### src/rtl/mips_multicycle_ctrl_fsm.sv
// ============================================================================
// Module   : mips_multicycle_ctrl_fsm
// Brief    : Multicycle MIPS control sequencer (Moore FSM) with retire counter.
//            Optional MIPS_CTRL_ILLEGAL_TRAP_EN: unsupported opcodes trap.
// Revision : 1.0 - initial release
// ============================================================================
`default_nettype none

module mips_multicycle_ctrl_fsm (
  input  logic        i_clk,
  input  logic        i_reset,
  input  logic [5:0]  i_op_code,
  input  logic        i_mem_ready,
  output logic        o_mem_req,
  output logic        o_mem_write,
  output logic        o_i_or_d,
  output logic        o_ir_write,
  output logic        o_pc_write,
  output logic        o_pc_write_cond,
  output logic [1:0]  o_pc_src,
  output logic        o_alu_src_a,
  output logic [1:0]  o_alu_src_b,
  output logic [1:0]  o_alu_op_code,
  output logic        o_reg_write,
  output logic        o_reg_dst,
  output logic        o_mem_to_reg,
  output logic [3:0]  o_state,
`ifdef MIPS_CTRL_ILLEGAL_TRAP_EN
  output logic        o_illegal,
`endif
  output logic [31:0] o_instr_count
);

  typedef enum logic [3:0] {
    S_IDLE      = 4'd0,
    S_FETCH     = 4'd1,
    S_DECODE    = 4'd2,
    S_MEM_ADDR  = 4'd3,
    S_MEM_READ  = 4'd4,
    S_MEM_WB    = 4'd5,
    S_MEM_WRITE = 4'd6,
    S_EXECUTE   = 4'd7,
    S_ALU_WB    = 4'd8,
    S_BRANCH    = 4'd9,
    S_JUMP      = 4'd10,
    S_ADDI_EXEC = 4'd11,
    S_ADDI_WB   = 4'd12,
    S_TRAP      = 4'd13
  } state_t;

  localparam logic [5:0] C_OP_RTYPE = 6'b000000;
  localparam logic [5:0] C_OP_LW    = 6'b100011;
  localparam logic [5:0] C_OP_SW    = 6'b101011;
  localparam logic [5:0] C_OP_BEQ   = 6'b000100;
  localparam logic [5:0] C_OP_J     = 6'b000010;
  localparam logic [5:0] C_OP_ADDI  = 6'b001000;

  state_t      r_state;
  state_t      w_next;
  logic        w_retire;
  logic        w_fetch_done;
  logic [31:0] r_instr_count;
  logic        r_illegal;

  logic        r_mem_req;
  logic        r_mem_write;
  logic        r_i_or_d;
  logic        r_pc_write;
  logic        r_pc_write_cond;
  logic [1:0]  r_pc_src;
  logic        r_alu_src_a;
  logic [1:0]  r_alu_src_b;
  logic [1:0]  r_alu_op_code;
  logic        r_reg_write;
  logic        r_reg_dst;
  logic        r_mem_to_reg;

  always_comb begin
    w_next = r_state;
    case (r_state)
      S_IDLE:      w_next = S_FETCH;
      S_FETCH:     w_next = i_mem_ready ? S_DECODE : S_FETCH;
      S_DECODE: begin
        case (i_op_code)
          C_OP_LW, C_OP_SW: w_next = S_MEM_ADDR;
          C_OP_RTYPE:       w_next = S_EXECUTE;
          C_OP_BEQ:         w_next = S_BRANCH;
          C_OP_J:           w_next = S_JUMP;
          C_OP_ADDI:        w_next = S_ADDI_EXEC;
`ifdef MIPS_CTRL_ILLEGAL_TRAP_EN
          default:          w_next = S_TRAP;
`else
          default:          w_next = S_FETCH;
`endif
        endcase
      end
      S_MEM_ADDR:  w_next = (i_op_code == C_OP_SW) ? S_MEM_WRITE : S_MEM_READ;
      S_MEM_READ:  w_next = i_mem_ready ? S_MEM_WB : S_MEM_READ;
      S_MEM_WB:    w_next = S_FETCH;
      S_MEM_WRITE: w_next = i_mem_ready ? S_FETCH : S_MEM_WRITE;
      S_EXECUTE:   w_next = S_ALU_WB;
      S_ALU_WB:    w_next = S_FETCH;
      S_BRANCH:    w_next = S_FETCH;
      S_JUMP:      w_next = S_FETCH;
      S_ADDI_EXEC: w_next = S_ADDI_WB;
      S_ADDI_WB:   w_next = S_FETCH;
      S_TRAP:      w_next = S_TRAP;
      default:     w_next = S_IDLE;
    endcase
  end

  // An illegal-opcode NOP leaves DECODE, never a retiring state, so it is never counted.
  always_comb begin
    w_retire = 1'b0;
    case (r_state)
      S_MEM_WB, S_ALU_WB, S_BRANCH, S_JUMP, S_ADDI_WB: w_retire = 1'b1;
      S_MEM_WRITE:                                     w_retire = i_mem_ready;
      default:                                         w_retire = 1'b0;
    endcase
  end

  // Outputs are registered from the next state so they line up with r_state.
  always_ff @(posedge i_clk or posedge i_reset) begin
    if (i_reset) begin
      r_state         <= S_IDLE;
      r_instr_count   <= 32'd0;
      r_illegal       <= 1'b0;
      r_mem_req       <= 1'b0;
      r_mem_write     <= 1'b0;
      r_i_or_d        <= 1'b0;
      r_pc_write      <= 1'b0;
      r_pc_write_cond <= 1'b0;
      r_pc_src        <= 2'b00;
      r_alu_src_a     <= 1'b0;
      r_alu_src_b     <= 2'b00;
      r_alu_op_code   <= 2'b00;
      r_reg_write     <= 1'b0;
      r_reg_dst       <= 1'b0;
      r_mem_to_reg    <= 1'b0;
    end else begin
      r_state <= w_next;
      if (w_retire) begin
        r_instr_count <= r_instr_count + 32'd1;
      end
      if (w_next == S_TRAP) begin
        r_illegal <= 1'b1;
      end

      r_mem_req       <= 1'b0;
      r_mem_write     <= 1'b0;
      r_i_or_d        <= 1'b0;
      r_pc_write      <= 1'b0;
      r_pc_write_cond <= 1'b0;
      r_pc_src        <= 2'b00;
      r_alu_src_a     <= 1'b0;
      r_alu_src_b     <= 2'b00;
      r_alu_op_code   <= 2'b00;
      r_reg_write     <= 1'b0;
      r_reg_dst       <= 1'b0;
      r_mem_to_reg    <= 1'b0;
      case (w_next)
        S_FETCH: begin
          r_mem_req   <= 1'b1;
          r_alu_src_b <= 2'b01;
        end
        S_DECODE: begin
          r_alu_src_b <= 2'b11;
        end
        S_MEM_ADDR, S_ADDI_EXEC: begin
          r_alu_src_a <= 1'b1;
          r_alu_src_b <= 2'b10;
        end
        S_MEM_READ: begin
          r_mem_req <= 1'b1;
          r_i_or_d  <= 1'b1;
        end
        S_MEM_WB: begin
          r_reg_write  <= 1'b1;
          r_mem_to_reg <= 1'b1;
        end
        S_MEM_WRITE: begin
          r_mem_req   <= 1'b1;
          r_mem_write <= 1'b1;
          r_i_or_d    <= 1'b1;
        end
        S_EXECUTE: begin
          r_alu_src_a   <= 1'b1;
          r_alu_op_code <= 2'b10;
        end
        S_ALU_WB: begin
          r_reg_write <= 1'b1;
          r_reg_dst   <= 1'b1;
        end
        S_BRANCH: begin
          r_alu_src_a     <= 1'b1;
          r_alu_op_code   <= 2'b01;
          r_pc_write_cond <= 1'b1;
          r_pc_src        <= 2'b01;
        end
        S_JUMP: begin
          r_pc_write <= 1'b1;
          r_pc_src   <= 2'b10;
        end
        S_ADDI_WB: begin
          r_reg_write <= 1'b1;
        end
        default: begin
        end
      endcase
    end
  end

  // IR/PC load in FETCH must track the handshake within the same cycle.
  assign w_fetch_done    = (r_state == S_FETCH) && i_mem_ready;

  assign o_mem_req       = r_mem_req;
  assign o_mem_write     = r_mem_write;
  assign o_i_or_d        = r_i_or_d;
  assign o_ir_write      = w_fetch_done;
  assign o_pc_write      = r_pc_write | w_fetch_done;
  assign o_pc_write_cond = r_pc_write_cond;
  assign o_pc_src        = r_pc_src;
  assign o_alu_src_a     = r_alu_src_a;
  assign o_alu_src_b     = r_alu_src_b;
  assign o_alu_op_code   = r_alu_op_code;
  assign o_reg_write     = r_reg_write;
  assign o_reg_dst       = r_reg_dst;
  assign o_mem_to_reg    = r_mem_to_reg;
  assign o_state         = r_state;
  assign o_instr_count   = r_instr_count;
`ifdef MIPS_CTRL_ILLEGAL_TRAP_EN
  assign o_illegal       = r_illegal;
`else
  logic w_unused_illegal;
  assign w_unused_illegal = r_illegal;
`endif

endmodule

`default_nettype wire
### config.mk
export PLATFORM = sky130hd
export DESIGN_NAME = mips_multicycle_ctrl_fsm
export DESIGN_NICKNAME = d
export VERILOG_FILES = /design/src/rtl/mips_multicycle_ctrl_fsm.sv
export SDC_FILE = /design/constraint.sdc
export NUM_CORES = 1
export LEC_CHECK = 0
export CAP_MARGIN = 20
export CORE_UTILIZATION = 44
export DETAILED_ROUTE_END_ITERATION = 6
export GPL_ROUTABILITY_DRIVEN = 0
export PLACE_DENSITY = 0.8
export SETUP_SLACK_MARGIN = 0.4
export SLEW_MARGIN = 20
export SYNTH_ARGS = -nofsm -noshare
export SYNTH_HDL_FRONTEND = slang
export SYNTH_SLANG_ARGS = --single-unit
### constraint.sdc
create_clock -name i_clk -period 1.5 [get_ports i_clk]
set_input_delay 0.375 -clock i_clk [delete_from_list [all_inputs] [get_ports i_clk]]
set_output_delay 0.375 -clock i_clk [all_outputs]
set_load 0.03 [all_outputs]
## Yosys cells after proc, flatten, opt, wreduce, memory -nomap -nowiden

Cells that the tools add are included.

- Word-level logic and storage cells: 76
- Input port bits: 9
- Flip-flop bits (word level): 51
- Output and inout port bits: 52

- Muxes and demuxes: 19
- Eq/ne operators: 30
- $add $sub $neg: 1
- Bitwise logic cells: 1
- Reductions and logical operators: 11

Operators by type and width:

| operator | number |
|---|---|
| 4-bit equality test (second input constant) | 11 |
| 4-bit case mux with 9 select lines | 1 |
| 32-bit by 1-bit adder with 32-bit output (second input constant) | 1 |
| 4-bit by 3-bit equality test with 1-bit output (second input constant) | 8 |
| 4-bit case mux with 5 select lines | 1 |
| 4-bit by 2-bit equality test with 1-bit output (second input constant) | 4 |
| 6-bit equality test (second input constant) | 2 |
| 1-bit 2-to-1 mux | 10 |
| 4-bit by 1-bit equality test with 1-bit output (second input constant) | 2 |
| 2-bit case mux with 2 select lines | 2 |
| 6-bit by 2-bit equality test with 1-bit output (second input constant) | 1 |
| 6-bit by 3-bit equality test with 1-bit output (second input constant) | 1 |
| 6-bit by 4-bit equality test with 1-bit output (second input constant) | 1 |
| 6-bit zero test | 1 |
| 2-bit case mux with 3 select lines | 1 |
| 2-bit OR reduction | 3 |
| 3-bit OR reduction | 2 |
| 6-bit OR reduction | 1 |
| 5-bit OR reduction | 1 |
| 4-bit zero test | 1 |
| 2-bit 2-to-1 mux | 2 |
| 4-bit OR reduction | 1 |
| 3-bit 2-to-1 mux | 1 |
| 1-bit case mux with 2 select lines | 1 |
| 2 further kinds | 2 |

## Depth between registers and ports, before layout

- Depth in word-level cells: 7
- Gate-level depth with buffers: 7
- Depth with buffers taken out: 5

## Worst setup path before layout

Ideal clock, no wire load.

- Path kind: flip-flop to output port
- From: register r_state[3] (netlist: o_state[3])
- To: output port o_pc_write
- Required time: 1125 ps
- Buffers on the path: 1
- Data arrival time: 1423 ps
- Cell stages (with the launch flop): 5
- Slack: -298 ps
- Cell sequence: dfrtp_1 > buf_4 > nor3b_1 > nand2_1 > nand2b_1

- Word-level cells in the longest chain between the ends: 3

Ends and longest elaborated chain:

| item | RTL line | source |
|---|---|---|
| from (decl) | 58 | `state_t r_state;` |
| from (signal assigned) | 141 | `r_state <= w_next;` |
| 4-bit by 1-bit equality test with 1-bit output | 214 | `assign w_fetch_done = (r_state == S_FETCH) && i_mem_ready;` |
| 1-bit logical AND | 214 |  |
| 1-bit OR | 220 | `assign o_pc_write = r_pc_write \| w_fetch_done;` |
| to (decl) | 18 | `output logic o_pc_write,` |

Every way passes these cells.

## Worst setup path after layout

- From: register r_state[3] (netlist: o_state[3])
- To: register r_mem_req (netlist: o_mem_req)

- Word-level cells in the longest chain between the ends: 6
- Elaborated cells between the ends (all ways): 21
- Classes of those cells: 16 x eq/ne; 2 x mux; 3 x reduce/logical

Ends and longest elaborated chain:

| item | RTL line | source |
|---|---|---|
| 4-bit by 3-bit equality test with 1-bit output, or another cell as far along | 80 | `case (r_state)` |
| 6-bit OR reduction (no line) | -- |  |
| 4-bit case mux with 9 select lines (*) | 80 |  |
| via w_next[2] | 59 | `state_t w_next;` |
| 4-bit by 1-bit equality test with 1-bit output / 4-bit by 3-bit equality test with 1-bit output (equally long branches) | 161 | `case (w_next)` |
| 3-bit OR reduction (no line) (*) | -- |  |
| 1-bit 2-to-1 mux (*) | 161 |  |
| to (signal assigned) | 163 | `r_mem_req <= 1'b1;` |
| to (signal assigned) | 174 | `r_mem_req <= 1'b1;` |
| to (signal assigned) | 182 | `r_mem_req <= 1'b1;` |
| to (decl) | 65 | `logic r_mem_req;` |

The timed path passes the listed nets; every way through them passes the cells marked *.
A chain may end at the register's enable or synchronous reset.

==> reports/results.ini <==
[outcome]
status=finished, violations left
violations=setup timing

[synthesis]
yosysMostFrequentCell=dfrtp_1
synth-seq-cells=49
synth_fp_nets=233
ys.flop_type=dfrtp_1
avgSynthCellArea_um2=10.7
synth_top_area_cell=dfrtp_1
synth_area_leaders=dfrtp_1 (51%), xnor2_1 (11%), nand3_1 (3.8%)
async_flop_share_pct=100
netlist_area_mm2=0.00239
yosysSeqAreaShare_pct=51.2
yosys-top-cells-count=dfrtp_1 (49), xnor2_1 (29), nand3_1 (18), nand2_1 (15), nand4_1 (12)
yosysUniqueCellTypes=42
synth_top_area_share_pct=51.2
synth_cells=223
yosys_warnings=0
synth_edf_count=0

[grt]
track_usage_pct=26.8
grt_antenna_before_repair=0
grt.overflow.total=0
grt_pass1_wl_mm=11.2
grt_pass1_vias=2216
grt_start_max_net_pins=50

[pwr]
p_total_mw=6.41
p_switching_mw=2.50
intPower_mw=3.91
ir_drop_uv=1180
p_sw_share_pct=39.0
seqPwrFrac_pct=27.8
power_frac_clock_pct=15.6
leakage_nw=2.22
power_frac_comb_pct=56.6
p_per_area_mw_per_mm2=1370

[detailed_routing]
wl_met3_um=477
viasPerCell=5.62
first_pass_iters=4
antenna_left=0
wl_mm=9.43
met1_length_mm=3.62
wl_per_cell_um=21.0
wl_met2_mm=4.89
drt_iter0_drc=245
topRoutingLayerUsed=met4
drcViolationCount=0
num_vias=2517

[die]
die-height_um=75.8
core_mm2=0.00517
fp.dieArea_mm2=0.00574
start_util_pct=46.3
num_rows=26
ios=61
die_w_um=75.8

[worst_setup_path]
startpoint_type=flip-flop
crit_required_ps=1710
crit_type=flip-flop to flip-flop
setup.worst_path.start=o_state[3]$_DFF_PP0_
r2r_start=o_state[3]$_DFF_PP0_
critPathCaptureType=flip-flop
crit_fanout=4
cp.arrival_ps=2100

[min_path]
hp-class=input pin to async pin

[layout]
largest_reg_flops=32
drive_gt1_share_pct=66.9
fin_util_pct=90.7
fin_area_mm2=0.00469
areaGrowthSynthToFinish_pct=95.9
fillers=164
multi_input_area_mm2=0.00163
diodes=0
num-nets-final=387
register_area_mm2=0.00125

[clock_network]
clockBufferDepth=2
cts_tree=built
clkSinkCount=49
clk_latency_ps=320
holdBufCountCts=0
clockRootBuffer=clkbuf_8
htree_levels=2
cts_buffers=5
clkTransAtPathRegs_ps=100

[sta]
setup_violations=48
period_share_pct=126
max-slew-margin-rel_pct=72.0
rsz0062_at_grt=yes
slew_violations=0
fmaxAchievable_mhz=530
hold_violations=0
tightestPinTransition_ps=417
fin_skew_ps=21.2
period_minus_slack_ps=1890
holdWs_ps=477
fin_ws_ps=-387

[job]
maxCapViolCount=0

[place]
dp_hpwl_mm=3.91
place_area_mm2=0.00355
portBuffers=60

-- critical path: stages (launching register included) --
cell and delay (ps):
dfrtp_2 470, buf_6 150, buf_6 110, and3b_1 180, o21ai_2 150, o211ai_1 180
or2_4 330, o32ai_4 220
-- per-stage QoR --
stage	worst slack [ps]	std cells	setup TNS [ps]
6_report	-387	448	-11250
5_1_grt	-467	448	-13500
4_1_cts	-296	427	-5890
3_5_place_dp	-555	386	-19480
3_3_place_gp	-525	386	-18310
2_1_floorplan	-138	223	-1600
-- repair_timing --
| item | 4_1_cts | 5_1_grt |
|---|---|---|
| buffers inserted | 31 | 21 |
| pin swaps | 35 | 43 |
| setup endpoints to repair | 100 | 101 |
| cloned | 2 | 0 |
| resized for setup | 360 | 60 |
-- logic make-up after synthesis --
logic type | count (synthesis) | share of synthesized area [%]
xor+xnor | 34 | 12.4
simple gates | 101 | 24.6
fa+ha+maj | 1 | 0.523
flops | 49 | 51.2
compound gates | 20 | 6.69
buf+inv | 16 | 3.61
mux | 2 | 0.941
-- metal layers --
layer	track usage (%)	up-vias
li1	-	1078
met1	33.5	1260
met2	46.4	138
met3	5.56	41
met4	8.44	0
met5	0	-
-- layout by cell type (no fill, tap or decap), types with 6 or more instances in the layout --
cell and n:
buf_6 89, buf_4 54, dfrtp_1 29, xnor2_1 20, dfrtp_2 20, nand4_1 12
nand3_4 10, xnor2_2 9, and3_1 8, nand2_1 7, nand2_4 6, clkbuf_8 6
dlygate4sd2_1 6
-- final timing paths --
check | slack [ps] | cells past startpoint | end
setup / recovery | -390 | 7 | o_mem_req$_DFF_PP0_
hold / removal | 480 | 3 | o_instr_count[9]$_DFFE_PP0P_
setup reg to reg | -390 | 7 | o_mem_req$_DFF_PP0_
hold reg to reg | 500 | 1 | o_instr_count[17]$_DFFE_PP0P_
max in group asynchronous | 760 | 3 | o_instr_count[1]$_DFFE_PP0P_
min in group i_clk | 500 | 1 | o_instr_count[17]$_DFFE_PP0P_
-- power by group through the flow --
stage	combinational [mW]	clock, mW	sequential [mW]
after global routing	3.78	1.07	1.80
after detailed placement	2.22	0	1.76
after CTS	2.93	0.986	1.74
after global placement	2.18	0	1.76
after floorplan	0.980	0	2.12
final	3.62	1.00	1.78
-- layout make-up --
cell class | instances | area share, %
Tap cell | 70 | 1.87
Timing Repair Buffer | 155 | 33.5
Sequential cell | 49 | 26.7
Inverter | 8 | 0.774
Clock inverter | 1 | 0.640
Multi-Input combinational cell | 158 | 34.7
Clock buffer | 7 | 1.84
(Power assumes the default switching activity.)
